[src/rtl/bus_slave_responder.sv]
// Shared-bus slave with a 2^REG_AW x 32 register bank and an active-low ready after wait states.
// Define BUS_SLAVE_WAIT_EN to build the WAIT state and counter; otherwise every request acks in one cycle.
module bus_slave_responder #(
  parameter int unsigned WAIT_CYCLES = 2,
  parameter int unsigned REG_AW      = 4
) (
  input  logic        clk,
  input  logic        reset,
  input  logic        cs_,
  input  logic        as_,
  input  logic        rw,
  input  logic [29:0] addr,
  input  logic [31:0] wr_data,
  output logic [31:0] rd_data,
  output logic        rdy_
);

  localparam int unsigned Depth = 1 << REG_AW;

  localparam logic [1:0] StIdle = 2'd0;
  localparam logic [1:0] StAck  = 2'd2;
`ifdef BUS_SLAVE_WAIT_EN
  localparam logic [1:0] StWait = 2'd1;
`endif

  logic [1:0]        state_q, state_d;
  logic [31:0]       bank_q [Depth];
  logic [31:0]       bank_d [Depth];
  logic [31:0]       rd_data_q, rd_data_d;
  logic              rdy_q, rdy_d;
  logic              req;
  logic              enter_ack;
  logic [REG_AW-1:0] acc_addr;
  logic              acc_rw;
  logic [31:0]       acc_wdata;
  logic              unused_bits;

  assign req = !cs_ && !as_;

`ifdef BUS_SLAVE_WAIT_EN
  logic [3:0]        cnt_q, cnt_d;
  logic [REG_AW-1:0] addr_q, addr_d;
  logic              rw_q, rw_d;
  logic [31:0]       wdata_q, wdata_d;

  assign unused_bits = ^addr[29:REG_AW];

  // A zero-wait request acks on the sampling edge, so it must use the live bus fields.
  assign acc_addr  = (state_q == StIdle) ? addr[REG_AW-1:0] : addr_q;
  assign acc_rw    = (state_q == StIdle) ? rw : rw_q;
  assign acc_wdata = (state_q == StIdle) ? wr_data : wdata_q;

  always_comb begin
    state_d   = state_q;
    cnt_d     = cnt_q;
    addr_d    = addr_q;
    rw_d      = rw_q;
    wdata_d   = wdata_q;
    enter_ack = 1'b0;
    unique case (state_q)
      StIdle: begin
        if (req) begin
          addr_d  = addr[REG_AW-1:0];
          rw_d    = rw;
          wdata_d = wr_data;
          if (WAIT_CYCLES == 0) begin
            state_d   = StAck;
            enter_ack = 1'b1;
          end else begin
            state_d = StWait;
            cnt_d   = WAIT_CYCLES[3:0];
          end
        end
      end
      StWait: begin
        if (!req) begin
          state_d = StIdle;
          cnt_d   = '0;
        end else if (cnt_q <= 4'd1) begin
          state_d   = StAck;
          cnt_d     = '0;
          enter_ack = 1'b1;
        end else begin
          cnt_d = cnt_q - 4'd1;
        end
      end
      StAck:   state_d = StIdle;
      default: state_d = StIdle;
    endcase
  end

  always_ff @(posedge clk or posedge reset) begin
    if (reset) begin
      cnt_q   <= '0;
      addr_q  <= '0;
      rw_q    <= 1'b0;
      wdata_q <= '0;
    end else begin
      cnt_q   <= cnt_d;
      addr_q  <= addr_d;
      rw_q    <= rw_d;
      wdata_q <= wdata_d;
    end
  end
`else
  assign unused_bits = ^{addr[29:REG_AW], WAIT_CYCLES[0]};

  assign acc_addr  = addr[REG_AW-1:0];
  assign acc_rw    = rw;
  assign acc_wdata = wr_data;

  always_comb begin
    state_d   = StIdle;
    enter_ack = 1'b0;
    if (state_q == StIdle && req) begin
      state_d   = StAck;
      enter_ack = 1'b1;
    end
  end
`endif

  always_comb begin
    bank_d = bank_q;
    if (enter_ack && !acc_rw) begin
      bank_d[acc_addr] = acc_wdata;
    end
  end

  // Reads see the bank as of the previous edge, which already holds any earlier write.
  assign rd_data_d = (enter_ack && acc_rw) ? bank_q[acc_addr] : '0;
  assign rdy_d     = !enter_ack;

  always_ff @(posedge clk or posedge reset) begin
    if (reset) begin
      state_q   <= StIdle;
      rd_data_q <= '0;
      rdy_q     <= 1'b1;
      for (int i = 0; i < int'(Depth); i++) begin
        bank_q[i] <= '0;
      end
    end else begin
      state_q   <= state_d;
      rd_data_q <= rd_data_d;
      rdy_q     <= rdy_d;
      bank_q    <= bank_d;
    end
  end

  assign rd_data = rd_data_q;
  assign rdy_    = rdy_q;

endmodule

[config.mk]
export PLATFORM = sky130hd
export DESIGN_NAME = bus_slave_responder
export DESIGN_NICKNAME = d
export VERILOG_FILES = /design/src/rtl/bus_slave_responder.sv
export SDC_FILE = /design/constraint.sdc
export NUM_CORES = 1
export LEC_CHECK = 0
export ABC_AREA = 1
export CAP_MARGIN = 20
export CORE_MARGIN = 2
export CORE_UTILIZATION = 40
export CTS_CLUSTER_DIAMETER = 30
export DETAILED_ROUTE_END_ITERATION = 12
export GPL_ROUTABILITY_DRIVEN = 0
export PLACE_DENSITY_LB_ADDON = 0.1
export SLEW_MARGIN = 10
export SYNTH_ARGS = -nofsm -noshare
export SYNTH_HDL_FRONTEND = slang
export SYNTH_SLANG_ARGS = --single-unit
[constraint.sdc]
create_clock -name clk -period 51.7 [get_ports clk]
set_input_delay 10.34 -clock clk [delete_from_list [all_inputs] [get_ports clk]]
set_output_delay 10.34 -clock clk [all_outputs]
set_load 0.005 [all_outputs]
==> summary.txt <==
Run status
  • Status: completed

Clock network
  • CTS buffer count: 137
  • CTS H-tree lvls: 4
  • Maximum root-to-sink buffer count: 3
  • Postcts setup bufs: 0
  • Root Driver: clkbuf_16
  • Post-CTS Resized: 0
  • Post-CTS Hold Buffers: 0
  • CTS tree: yes
  • CTS sink count: 546
  • Clock Latency Late Sink: 0.71 ns
  • Reg clk slew, reported paths: 0.04 ns

Cells and area
  • ANT cells: 0
  • Final Net Count: 3,369
  • Area added between synthesis and finish: 23.3%
  • Share of layout cells above drive strength 1: 0.0856
  • Final Instance Area: 30,700 µm²

Logic synthesis
  • Mapped Nets: 3,356
  • Synth Register Bits: 546
  • Ys Warns: 0
  • Cell area after synthesis: 24,900 µm²
  • Post-Syn Area per Cell: 7.56 µm²
  • Netlist cell types: 21
  • Syn Inst Count: 3,289
  • Sequential area share after synthesis: 0.549

Floorplan
  • Die H: 253 µm
  • # rows: 91
  • Initial Utilization: 0.404
  • Die footprint: 64,200 µm²
  • I/O pin total: 100
  • Die X: 253 µm
  • Core ar.: 61,600 µm²

Global route
  • GR Util All Layers: 0.247
  • GRT overflow: 0
  • First-pass GRT wire length: 120,000 µm
  • Vias in the first global route: 21,047
  • Pin count of the biggest net entering global routing: 193
  • Initial antenna violation count: 0

Worst setup path
  • CP cell instances: clkbuf_8 -> buf_12 -> inv_8 -> nor2_1 -> inv_1 -> nor2_2 -> nand2_2 -> buf_4 -> nand2_1 -> o21ai_0
  • Critical Path Sink Type: register
  • Crit Path Class: in -> reg
  • CP peak stage delay: 0.60 ns
  • Worst path required time: 52.24 ns
  • Startpoint Class: primary input
  • CP max-delay cell: buf_12
  • Critical Path AT: 13.64 ns
  • Crit-path max FO: 120

STA
  • Worst-Margin Slew: 1.04 ns
  • Setup tns final: 0 ns
  • Final-report hold violation count: 0
  • Min Clock Period, post-route: 13.09 ns
  • Post-route clock period utilization: 0.253
  • F_max: 76.4 MHz
  • Final count of negative-setup-slack endpoints: 0
  • Clock skew: 0.0173 ns
  • RSZ-0062 raised after global routing: false
  • Max-slew headroom: 0.307
  • Worst Slack Setup Final: 38.61 ns
  • Final Hold Slack: 0.479 ns
  • Slew Viols, Final: 0

Place
  • IO buf count: 73
  • Post-detail-place hpwl: 38,100 µm
  • Dpl ws: 37.91 ns
  • Dpl cell area: 26,000 µm²

Detailed routing
  • Post-Route WL: 75,400 µm
  • Antenna viol nets, final: 0
  • Initial DRC Count: 1,699
  • Vias: 21,042
  • Vias per inst: 4.95
  • DR WL/cell: 17.8 µm
  • DR DRC count: 0
  • Drt first pass iters: 5

Hold path
  • Class of the worst hold path: reg -> reg

Power
  • Pwr per Cell Area: 49.5 nW/µm²
  • P_leak: 15.7 nW
  • Total power: 1.52 mW
  • IR drop worst, VDD: 0.0305 mV

Run
  • Maxcap violations: 0
sequential cells by signal, summed over array words and instances (netlist names):
name / flops
state_q: 1
rd_data: 32
bank_q: 512
rdy_: 1
critical path: cells and delay by family:
kind                   cells  cell delay, ns
buffers and inverters      5            2.01
and+or+nand+nor            4            1.00
AOI/OAI and AO/OA          1            0.10
power breakdown:
part | leakage, nW | switching [mW] | internal [mW]
registers | 7.21 | 0.0313 | 0.491
clock network | 2.32 | 0.258 | 0.590
logic | 6.14 | 0.0934 | 0.0557
total | 15.7 | 0.382 | 1.14
cells by family (layout without fill, tap and decap cells):
kind of cell | Yosys count | in the layout | synth area share
AND/OR/NAND/NOR | 1958 | 1958 | 0.301
flip-flops | 546 | 546 | 0.549
AO/OA/AOI/OAI | 512 | 512 | 0.103
buffers and inverters | 273 | 396 | 0.0469
cell usage in the layout (no fill, tap or decap), types with 29 or more instances in the layout:
master and n:
clkbuf_16 138, dfrtp_1 545, a21oi_1 256, clkbuf_8 35, nand2_1 1610, inv_1 37
o21ai_1 122, buf_4 29, clkdlybuf4s50_1 71, nor2_1 323, o21ai_0 134
synth_stat cells:
| cell | number | area, µm² |
|---|---|---|
| dfstp_2 | 1 | 26.3 |
| clkbuf_1 | 132 | 495 |
| nand4_2 | 1 | 12.5 |
| buf_4 | 10 | 75.1 |
| nor2_4 | 10 | 113 |
| buf_8 | 1 | 15.0 |
| buf_1 | 13 | 48.8 |
| nor2_2 | 4 | 25.0 |
| o21ai_1 | 122 | 611 |
| dfrtp_1 | 545 | 13600 |
| nor2_1 | 323 | 1210 |
| clkbuf_2 | 1 | 5.00 |
| buf_2 | 73 | 365 |
| nor3_4 | 1 | 16.3 |
| o21ai_0 | 134 | 671 |
| inv_2 | 4 | 15.0 |
| inv_1 | 39 | 146 |
| a21oi_1 | 256 | 1280 |
| nand2_4 | 1 | 11.3 |
| nand2_2 | 5 | 31.3 |
| nand2_1 | 1613 | 6050 |
cell type report:
| cell class | instances | area [µm²] |
|---|---|---|
| clock buffer | 194 | 4000 |
| multi-input combinational | 2470 | 10100 |
| timing repair buffer | 104 | 1000 |
| inverter | 43 | 179 |
| fill | 5976 | 30900 |
| clock inverter | 55 | 686 |
| tap | 837 | 1050 |
| sequential | 546 | 13700 |
metal layers:
| layer | up-vias | global-route usage | part of all wire |
|---|---|---|---|
| met5 | - | 0 | 0 |
| met4 | 0 | 0.0910 | 0.028 |
| met3 | 134 | 0.0491 | 0.054 |
| met2 | 583 | 0.404 | 0.47 |
| met1 | 10011 | 0.324 | 0.45 |
| li1 | 10314 | - | - |
metrics by stage:
| stage | util | std cells |
|---|---|---|
| finish | 0.498 | 4249 |
| global route | 0.498 | 4249 |
| CTS | 0.498 | 4249 |
| detailed placement | 0.422 | 4000 |
| global placement | 0.422 | 4000 |
| floorplan | - | 3289 |
path summary, 6_finish.rpt:
path                             start           to  slack [ns]  depth (start not counted)
min reg2reg                bank_q[351]  bank_q[351]        0.48                          2
min in group asynchronous        reset   bank_q[57]       10.26                          2
min                        bank_q[351]  bank_q[351]        0.48                          2
max                            addr[0]   bank_q[66]       38.61                         10
max in group asynchronous        reset  bank_q[432]       39.01                          4
max reg2reg                 state_q[1]  bank_q[267]       48.85                          6
(Power assumes the default switching activity.)
